<file path="src/rtl/arm_shift_pkg.sv">
// Shared definitions for the ARM shifter-operand decoder: shift type codes,
// decoder FSM states, operand forms and instruction field positions.
package arm_shift_pkg;

  typedef enum logic [1:0] {
    ShLsl = 2'b00,
    ShLsr = 2'b01,
    ShAsr = 2'b10,
    ShRor = 2'b11
  } shift_e;

  typedef enum logic [1:0] {
    StIdle   = 2'b00,
    StRsWait = 2'b01,
    StHold   = 2'b10
  } state_e;

  typedef enum logic [1:0] {
    FormImmRot   = 2'b00,  // I=1 rotated 8-bit immediate
    FormImmShift = 2'b01,  // Rm shifted by a 5-bit immediate
    FormRegShift = 2'b10   // Rm shifted by Rs[7:0]
  } form_e;

  localparam int unsigned IBit      = 25;
  localparam int unsigned RegShBit  = 4;
  localparam int unsigned RsLsb     = 8;
  localparam int unsigned RotLsb    = 8;
  localparam int unsigned ShAmtLsb  = 7;
  localparam int unsigned ShTypeLsb = 5;

endpackage

</file>
<file path="src/rtl/shift_operand_decoder_if.sv">
// Decode-side instruction handshake, Rs register-file read port and the
// shifter command bus. slave = decoder, master = surrounding pipeline.
// Optional forwarding port present when SHDEC_RS_FWD_EN is defined.
interface shift_operand_decoder_if;
  logic [31:0] Instr;
  logic        InstrValid;
  logic        InstrReady;
  logic        RsRdEn;
  logic [3:0]  RsAddr;
  logic [31:0] RsData;
  logic        OutValid;
  logic        OutReady;
  logic [4:0]  Amount;
  logic [1:0]  IR;
  logic        STA;
  logic        EN;
  logic        UseImm;
  logic [31:0] ImmOut;
  logic        Ovf32;
  logic        OvfBig;
  logic        Rrx;
`ifdef SHDEC_RS_FWD_EN
  logic        WbEn;
  logic [3:0]  WbAddr;
  logic [31:0] WbData;
`endif

  modport slave (
    input  Instr, InstrValid, RsData, OutReady,
`ifdef SHDEC_RS_FWD_EN
    input  WbEn, WbAddr, WbData,
`endif
    output InstrReady, RsRdEn, RsAddr, OutValid, Amount, IR, STA, EN, UseImm, ImmOut,
    output Ovf32, OvfBig, Rrx
  );

  modport master (
    output Instr, InstrValid, RsData, OutReady,
`ifdef SHDEC_RS_FWD_EN
    output WbEn, WbAddr, WbData,
`endif
    input  InstrReady, RsRdEn, RsAddr, OutValid, Amount, IR, STA, EN, UseImm, ImmOut,
    input  Ovf32, OvfBig, Rrx
  );
endinterface

</file>
<file path="src/rtl/shift_amount_fixup.sv">
// Combinational fix-up of a raw shift amount into the shifter's
// Amount/EN controls plus the special-case flags (32, >32, RRX).
module shift_amount_fixup
  import arm_shift_pkg::*;
(
  input  form_e      form,
  input  logic [7:0] raw,
  input  shift_e     typ,
  output logic [4:0] amount,
  output logic       en,
  output logic       ovf32,
  output logic       ovfbig,
  output logic       rrx
);

  // Map operand form and raw amount onto shifter controls
  always_comb begin
    amount = 5'd0;
    en     = 1'b1;
    ovf32  = 1'b0;
    ovfbig = 1'b0;
    rrx    = 1'b0;
    case (form)
      FormImmRot: amount = {raw[3:0], 1'b0};
      FormImmShift: begin
        amount = raw[4:0];
        if (raw[4:0] == 5'd0) begin
          case (typ)
            ShLsl:        en    = 1'b0;
            ShLsr, ShAsr: ovf32 = 1'b1;  // #0 encodes #32
            default:      rrx   = 1'b1;  // ROR #0 encodes RRX
          endcase
        end
      end
      FormRegShift: begin
        if (raw == 8'd0) begin
          en = 1'b0;
        end else if (typ == ShRor) begin
          amount = raw[4:0];
          ovf32  = (raw[4:0] == 5'd0);
        end else if (raw < 8'd32) begin
          amount = raw[4:0];
        end else if (raw == 8'd32) begin
          ovf32 = 1'b1;
        end else begin
          ovfbig = 1'b1;
        end
      end
      default: ;
    endcase
  end

endmodule

</file>
<file path="src/rtl/shift_operand_decoder.sv">
// Decodes the shifter-operand field of an ARM data-processing instruction
// into one registered barrel-shifter command. Rs forms read the register
// file first (RS_LAT cycles). Define SHDEC_RS_FWD_EN to forward a same-cycle
// writeback onto the sampled Rs value.
module shift_operand_decoder
  import arm_shift_pkg::*;
#(
  parameter int unsigned RS_LAT = 1  // legal 1..3
) (
  input logic              Clk,
  input logic              nReset,
  input logic              Flush,
  shift_operand_decoder_if.slave bus
);

  localparam logic [1:0] CntLast = 2'(RS_LAT - 1);

  state_e     state_q, state_d;
  logic [1:0] cnt_q, cnt_d;
  shift_e     typ_q, ir_q;
  logic [3:0] rs_addr_q;
  logic [4:0] amount_q;
  logic       sta_q, en_q, use_imm_q, ovf32_q, ovfbig_q, rrx_q;
  logic [7:0] imm_q;

  logic       instr_ready, accept, is_rs, rs_sample, out_valid;
  logic [7:0] rs_byte;
  form_e      fx_form;
  logic [7:0] fx_raw;
  shift_e     fx_type;
  logic [4:0] fx_amount;
  logic       fx_en, fx_ovf32, fx_ovfbig, fx_rrx;
  logic       unused_bits;

  assign is_rs       = ~bus.Instr[IBit] & bus.Instr[RegShBit];
  assign out_valid   = (state_q == StHold);
  assign instr_ready = ~Flush & ((state_q == StIdle) | (out_valid & bus.OutReady));
  assign accept      = instr_ready & bus.InstrValid;
  assign rs_sample   = ~Flush & (state_q == StRsWait) & (cnt_q == CntLast);

`ifdef SHDEC_RS_FWD_EN
  assign rs_byte     = (bus.WbEn && (bus.WbAddr == rs_addr_q)) ? bus.WbData[7:0] : bus.RsData[7:0];
  assign unused_bits = ^{bus.Instr[31:26], bus.Instr[24:12], bus.RsData[31:8], bus.WbData[31:8]};
`else
  assign rs_byte     = bus.RsData[7:0];
  assign unused_bits = ^{bus.Instr[31:26], bus.Instr[24:12], bus.RsData[31:8]};
`endif

  // Fix-up input: the sampled Rs byte while waiting, else the incoming Instr
  always_comb begin
    fx_form = FormImmShift;
    fx_raw  = {3'b000, bus.Instr[ShAmtLsb +: 5]};
    fx_type = shift_e'(bus.Instr[ShTypeLsb +: 2]);
    if (state_q == StRsWait) begin
      fx_form = FormRegShift;
      fx_raw  = rs_byte;
      fx_type = typ_q;
    end else if (bus.Instr[IBit]) begin
      fx_form = FormImmRot;
      fx_raw  = {4'b0000, bus.Instr[RotLsb +: 4]};
      fx_type = ShRor;
    end
  end

  shift_amount_fixup u_fixup (
    .form   (fx_form),
    .raw    (fx_raw),
    .typ    (fx_type),
    .amount (fx_amount),
    .en     (fx_en),
    .ovf32  (fx_ovf32),
    .ovfbig (fx_ovfbig),
    .rrx    (fx_rrx)
  );

  // Next-state logic; Flush overrides every transition
  always_comb begin
    state_d = state_q;
    cnt_d   = cnt_q;
    case (state_q)
      StIdle: begin
        cnt_d = 2'd0;
        if (accept) state_d = is_rs ? StRsWait : StHold;
      end
      StRsWait: begin
        if (cnt_q == CntLast) begin
          state_d = StHold;
          cnt_d   = 2'd0;
        end else begin
          cnt_d = cnt_q + 2'd1;
        end
      end
      StHold: begin
        if (accept)            state_d = is_rs ? StRsWait : StHold;
        else if (bus.OutReady) state_d = StIdle;
      end
      default: state_d = StIdle;
    endcase
    if (Flush) begin
      state_d = StIdle;
      cnt_d   = 2'd0;
    end
  end

  // FSM state and wait counter
  always_ff @(posedge Clk or negedge nReset) begin
    if (!nReset) begin
      state_q <= StIdle;
      cnt_q   <= 2'd0;
    end else begin
      state_q <= state_d;
      cnt_q   <= cnt_d;
    end
  end

  // Command fields: immediate forms load on accept, Rs forms on the sample cycle
  always_ff @(posedge Clk or negedge nReset) begin
    if (!nReset) begin
      typ_q     <= ShLsl;
      rs_addr_q <= 4'd0;
      ir_q      <= ShLsl;
      amount_q  <= 5'd0;
      sta_q     <= 1'b0;
      en_q      <= 1'b0;
      use_imm_q <= 1'b0;
      imm_q     <= 8'd0;
      ovf32_q   <= 1'b0;
      ovfbig_q  <= 1'b0;
      rrx_q     <= 1'b0;
    end else begin
      if (accept) begin
        imm_q     <= bus.Instr[7:0];
        use_imm_q <= bus.Instr[IBit];
        sta_q     <= bus.Instr[IBit];
        if (is_rs) begin
          typ_q     <= shift_e'(bus.Instr[ShTypeLsb +: 2]);
          rs_addr_q <= bus.Instr[RsLsb +: 4];
        end else begin
          ir_q     <= bus.Instr[IBit] ? ShRor : shift_e'(bus.Instr[ShTypeLsb +: 2]);
          amount_q <= fx_amount;
          en_q     <= fx_en;
          ovf32_q  <= fx_ovf32;
          ovfbig_q <= fx_ovfbig;
          rrx_q    <= fx_rrx;
        end
      end
      if (rs_sample) begin
        ir_q     <= typ_q;
        amount_q <= fx_amount;
        en_q     <= fx_en;
        ovf32_q  <= fx_ovf32;
        ovfbig_q <= fx_ovfbig;
        rrx_q    <= fx_rrx;
      end
    end
  end

  assign bus.InstrReady = instr_ready;
  assign bus.RsRdEn     = accept & is_rs;
  // Address goes out with the strobe, then is held until the data is sampled
  assign bus.RsAddr     = (accept & is_rs) ? bus.Instr[RsLsb +: 4] : rs_addr_q;
  assign bus.OutValid   = out_valid;
  assign bus.Amount     = amount_q;
  assign bus.IR         = ir_q;
  assign bus.STA        = sta_q;
  assign bus.EN         = en_q;
  assign bus.UseImm     = use_imm_q;
  assign bus.ImmOut     = {24'd0, imm_q};
  assign bus.Ovf32      = ovf32_q & out_valid;
  assign bus.OvfBig     = ovfbig_q & out_valid;
  assign bus.Rrx        = rrx_q & out_valid;

endmodule

</file>
<file path="src/flat_wrapper.sv">
// flat-port wrapper written by rule: the top's interface ports become plain ports
module shift_operand_decoder_flat import arm_shift_pkg::*;
#(
  parameter int unsigned RS_LAT = 1               
)
  (Clk, nReset, Flush, bus_Instr, bus_InstrValid, bus_RsData, bus_OutReady, bus_InstrReady, bus_RsRdEn, bus_RsAddr, bus_OutValid, bus_Amount, bus_IR, bus_STA, bus_EN, bus_UseImm, bus_ImmOut, bus_Ovf32, bus_OvfBig, bus_Rrx);
  shift_operand_decoder_if bus_i ();
  input logic Clk;
  input logic nReset;
  input logic Flush;
  input wire logic [$bits(bus_i.Instr)-1:0] bus_Instr;
  input wire logic [$bits(bus_i.InstrValid)-1:0] bus_InstrValid;
  input wire logic [$bits(bus_i.RsData)-1:0] bus_RsData;
  input wire logic [$bits(bus_i.OutReady)-1:0] bus_OutReady;
  output wire logic [$bits(bus_i.InstrReady)-1:0] bus_InstrReady;
  output wire logic [$bits(bus_i.RsRdEn)-1:0] bus_RsRdEn;
  output wire logic [$bits(bus_i.RsAddr)-1:0] bus_RsAddr;
  output wire logic [$bits(bus_i.OutValid)-1:0] bus_OutValid;
  output wire logic [$bits(bus_i.Amount)-1:0] bus_Amount;
  output wire logic [$bits(bus_i.IR)-1:0] bus_IR;
  output wire logic [$bits(bus_i.STA)-1:0] bus_STA;
  output wire logic [$bits(bus_i.EN)-1:0] bus_EN;
  output wire logic [$bits(bus_i.UseImm)-1:0] bus_UseImm;
  output wire logic [$bits(bus_i.ImmOut)-1:0] bus_ImmOut;
  output wire logic [$bits(bus_i.Ovf32)-1:0] bus_Ovf32;
  output wire logic [$bits(bus_i.OvfBig)-1:0] bus_OvfBig;
  output wire logic [$bits(bus_i.Rrx)-1:0] bus_Rrx;
  assign bus_i.Instr = bus_Instr;
  assign bus_i.InstrValid = bus_InstrValid;
  assign bus_i.RsData = bus_RsData;
  assign bus_i.OutReady = bus_OutReady;
  assign bus_InstrReady = bus_i.InstrReady;
  assign bus_RsRdEn = bus_i.RsRdEn;
  assign bus_RsAddr = bus_i.RsAddr;
  assign bus_OutValid = bus_i.OutValid;
  assign bus_Amount = bus_i.Amount;
  assign bus_IR = bus_i.IR;
  assign bus_STA = bus_i.STA;
  assign bus_EN = bus_i.EN;
  assign bus_UseImm = bus_i.UseImm;
  assign bus_ImmOut = bus_i.ImmOut;
  assign bus_Ovf32 = bus_i.Ovf32;
  assign bus_OvfBig = bus_i.OvfBig;
  assign bus_Rrx = bus_i.Rrx;
  shift_operand_decoder #(.RS_LAT(RS_LAT)) u_core (.Clk(Clk), .nReset(nReset), .Flush(Flush), .bus(bus_i));
endmodule
</file>
<file path="config.mk">
export PLATFORM = sky130hd
export DESIGN_NAME = shift_operand_decoder_flat
export DESIGN_NICKNAME = d
export VERILOG_FILES = /design/src/rtl/arm_shift_pkg.sv /design/src/rtl/shift_operand_decoder_if.sv /design/src/rtl/shift_amount_fixup.sv /design/src/rtl/shift_operand_decoder.sv /design/src/flat_wrapper.sv
export SDC_FILE = /design/constraint.sdc
export NUM_CORES = 1
export LEC_CHECK = 0
export BUFFER_PORTS_ARGS = -buffer_cell sky130_fd_sc_hd__buf_2
export CAP_MARGIN = 5
export CORE_MARGIN = 4
export CORE_UTILIZATION = 41
export DETAILED_ROUTE_END_ITERATION = 8
export GPL_TIMING_DRIVEN = 0
export PLACE_DENSITY = 0.79
export SLEW_MARGIN = 0
export SYNTH_ARGS = -nofsm -noshare
export SYNTH_HDL_FRONTEND = slang
export SYNTH_SLANG_ARGS = --single-unit
</file>
<file path="constraint.sdc">
create_clock -name Clk -period 2.05 [get_ports Clk]
set_input_delay 0.3075 -clock Clk [delete_from_list [all_inputs] [get_ports Clk]]
set_output_delay 0.3075 -clock Clk [all_outputs]
set_load 0.02 [all_outputs]
</file>
==> reports/metrics.yaml <==
yosys:
  synth-seq-area-share: 0.428
  yosys_most_used_dff: "dfrtp_1"
  async_reset_ff_frac: 1.00
  yosys.area.top_type_share: 0.428
  synth_cell_types: 36
  syn_area_um2: 1750
  synth_area_leaders: "dfrtp_1, buf_4, mux2_2"
  synth_top_area_cell: "dfrtp_1"
  synth.avg_cell_area_um2: 10.6
  synth.ff_latch_count: 30
  synth_common_cells: "dfrtp_1, buf_4, nand2_1"
  syn-instance-count: 166
  synth_edf_count: 0
  synth_most_common_cell: "dfrtp_1"
  yosys_warnings: 0
placed_design:
  io_buffers: 53
  placed_cell_area_um2: 2170
  dp_slack_ps: -191
  hpwl_um: 3010
  routabilityCongestion: 0.871
  dp_cells: 292
critical_path:
  cp.required_ps: 1740
  crit_arrival_ps: 1820
  setup.worst_path.end_class: "output port"
  crit_type: "reg2out"
  critPathLaunchType: "flop"
  cp_max_fo: 7
final_layout:
  antenna_cells: 0
  layout-drive-gt1-share: 0.482
  area_growth_pct: 33.8
  final_core_util: 0.578
  final_area_um2: 2340
  nets: 331
  finalNonFillerCells: 307
timing:
  tns_ps: -260
  period_needed_ps: 2130
  relSlewSlack: 0.550
  slew_violations: 0
  setup_viol: 4
  hold_viol_final: 0
  worst_pin_slew_ps: 675
  rsz0062_at_grt: "yes"
  layout_setup_ws_ps: -80.3
  fmax_mhz: 469
  holdWs_ps: 61.6
  skew_ps: 5.44
  finalCritPeriodShare: 1.04
hold_path:
  hold_class: "in2async"
floorplan:
  die_w_um: 73.4
  start_util: 0.432
  die-height_um: 73.4
  row_count: 23
  ios: 121
  fp.coreArea_um2: 4060
  dieArea_um2: 5390
clock_tree:
  cts_tree: "done"
  clock_path_buffers: 2
  h-tree-depth: 2
  cts_root_buffer: "clkbuf_8"
  worstSkewPairLatency_ps: 280
  cts_sinks: 30
  cts_inserted_buffers: 5
  path_clk_slew_ps: 60
status:
  status: "finished, violations left"
  violations: "setup timing"
routing:
  drt_pass1_iterations: 4
  drc: 0
  routedWlPerCell_um: 12.8
  viasPerCell: 4.54
  ant_nets: 0
  wl_um: 3930
  vias: 1394
  drt_iter0_markers: 124
pwr:
  combPwrFrac: 0.330
  p_clk_frac: 0.249
  seqPwrFrac: 0.421
  p_total_mw: 1.76
  power.leakage_nw: 1.22
  swShare: 0.331
  p_sw_mw: 0.582
  powerDensity_nw_per_um2: 750
  peakVddDrop_v: 0.000469
  p_int_mw: 1.18
global_route:
  antenna_found_initial: 0
  grt-ovfl-total: 0
  grt_pass1_vias: 1439
  grtUsageTotal: 0.157
  grt_pass1_wl_um: 6400
  grt_max_degree: 31
run:
  cap_violations: 0
==> worst paths after layout <==
path | start | end | slack [ps] | cells past startpoint
max | u_core.state_q[1] | bus_RsAddr[1] | -80 | 5
min | nReset | u_core.bus.Amount[2] | 60 | 1
max reg2reg | u_core.state_q[1] | u_core.bus.Amount[4] | 30 | 9
min reg2reg | u_core.ovfbig_q | u_core.ovfbig_q | 470 | 2
max in group asynchronous | nReset | u_core.state_q[0] | 1520 | 1
min in group Clk | bus_OutReady | u_core.state_q[1] | 210 | 2
==> cell families (layout without fill, tap and decap cells) <==
| group | after synthesis | count (layout) | synth area share |
|---|---|---|---|
| AOI/OAI and AO/OA | 33 | 33 | 0.149 |
| adders and majority gates | 5 | 5 | 0.0357 |
| DFF | 30 | 30 | 0.428 |
| and+or+nand+nor | 39 | 39 | 0.120 |
| muxes | 16 | 16 | 0.112 |
| buffers and inverters | 42 | 110 | 0.153 |
| other | 1 | 24 | 0.00214 |
==> critical path, cell delays in order, from the launching register on <==
cell	delay [ps]
dfrtp_2	430
a2111oi_4	350
buf_6	160
nand3_4	120
mux2_4	340
buf_6	130
==> power by group through the flow <==
stage	logic (mW)	clock network [mW]	registers, mW
5_1_grt	0.632	0.485	0.752
3_3_place_gp	0.535	0	0.744
6_report	0.580	0.438	0.740
4_1_cts	0.583	0.458	0.741
3_5_place_dp	0.542	0	0.750
2_1_floorplan	0.288	0	0.826
==> state kept, by name, summed over array words and instances (netlist names) <==
signal	cells
u_core.ovf32_q	1
u_core.ovfbig_q	1
u_core.cnt_q	2
u_core.rrx_q	1
u_core.imm_q	8
u_core.state_q	2
u_core.bus.EN	1
u_core.bus.STA	1
u_core.bus.IR	2
u_core.bus.Amount	5
u_core.rs_addr_q	4
u_core.typ_q	2
==> cells in the final DEF (no fill, tap or decap), types with 2 or more instances in the layout <==
cell type / count
inv_1: 12
buf_6: 7
ha_1: 5
a22oi_1: 6
buf_4: 33
o31ai_1: 2
a21oi_2: 2
a21oi_1: 4
clkbuf_1: 2
clkbuf_8: 5
nor3_1: 3
nor2_1: 8
conb_1: 24
dfrtp_1: 28
mux2i_1: 2
a2111oi_4: 2
mux2_2: 9
buf_2: 50
o21ai_1: 8
o41ai_1: 2
dfrtp_2: 2
mux2_4: 5
and2_1: 3
nand2_1: 16
==> layer usage <==
metal  GRT usage  vias to the layer above  wire length, um
met5           0                        -                0
met4      0.0785                        0               83
met3      0.0547                       10              332
met2       0.265                       47             2040
met1       0.173                      641             1480
li1            -                      696                -
==> layout make-up <==
type | count | area, um^2
fillers | 360 | 1710
multi-input cells | 117 | 827
flip-flops and latches | 30 | 753
repair buffers | 61 | 354
plain buffers | 29 | 223
clock buffers | 7 | 76.3
well taps | 50 | 62.6
inverters | 13 | 48.8
==> what timing repair did <==
action / CTS / global route
pin swaps: 1 / 0
resized for setup: 15 / 2
endpoints found under the setup margin: 13 / 11
hold buffers: 0 / 0
buffers inserted: 7 / 2
Note: power is estimated with default switching activity, not from simulation.
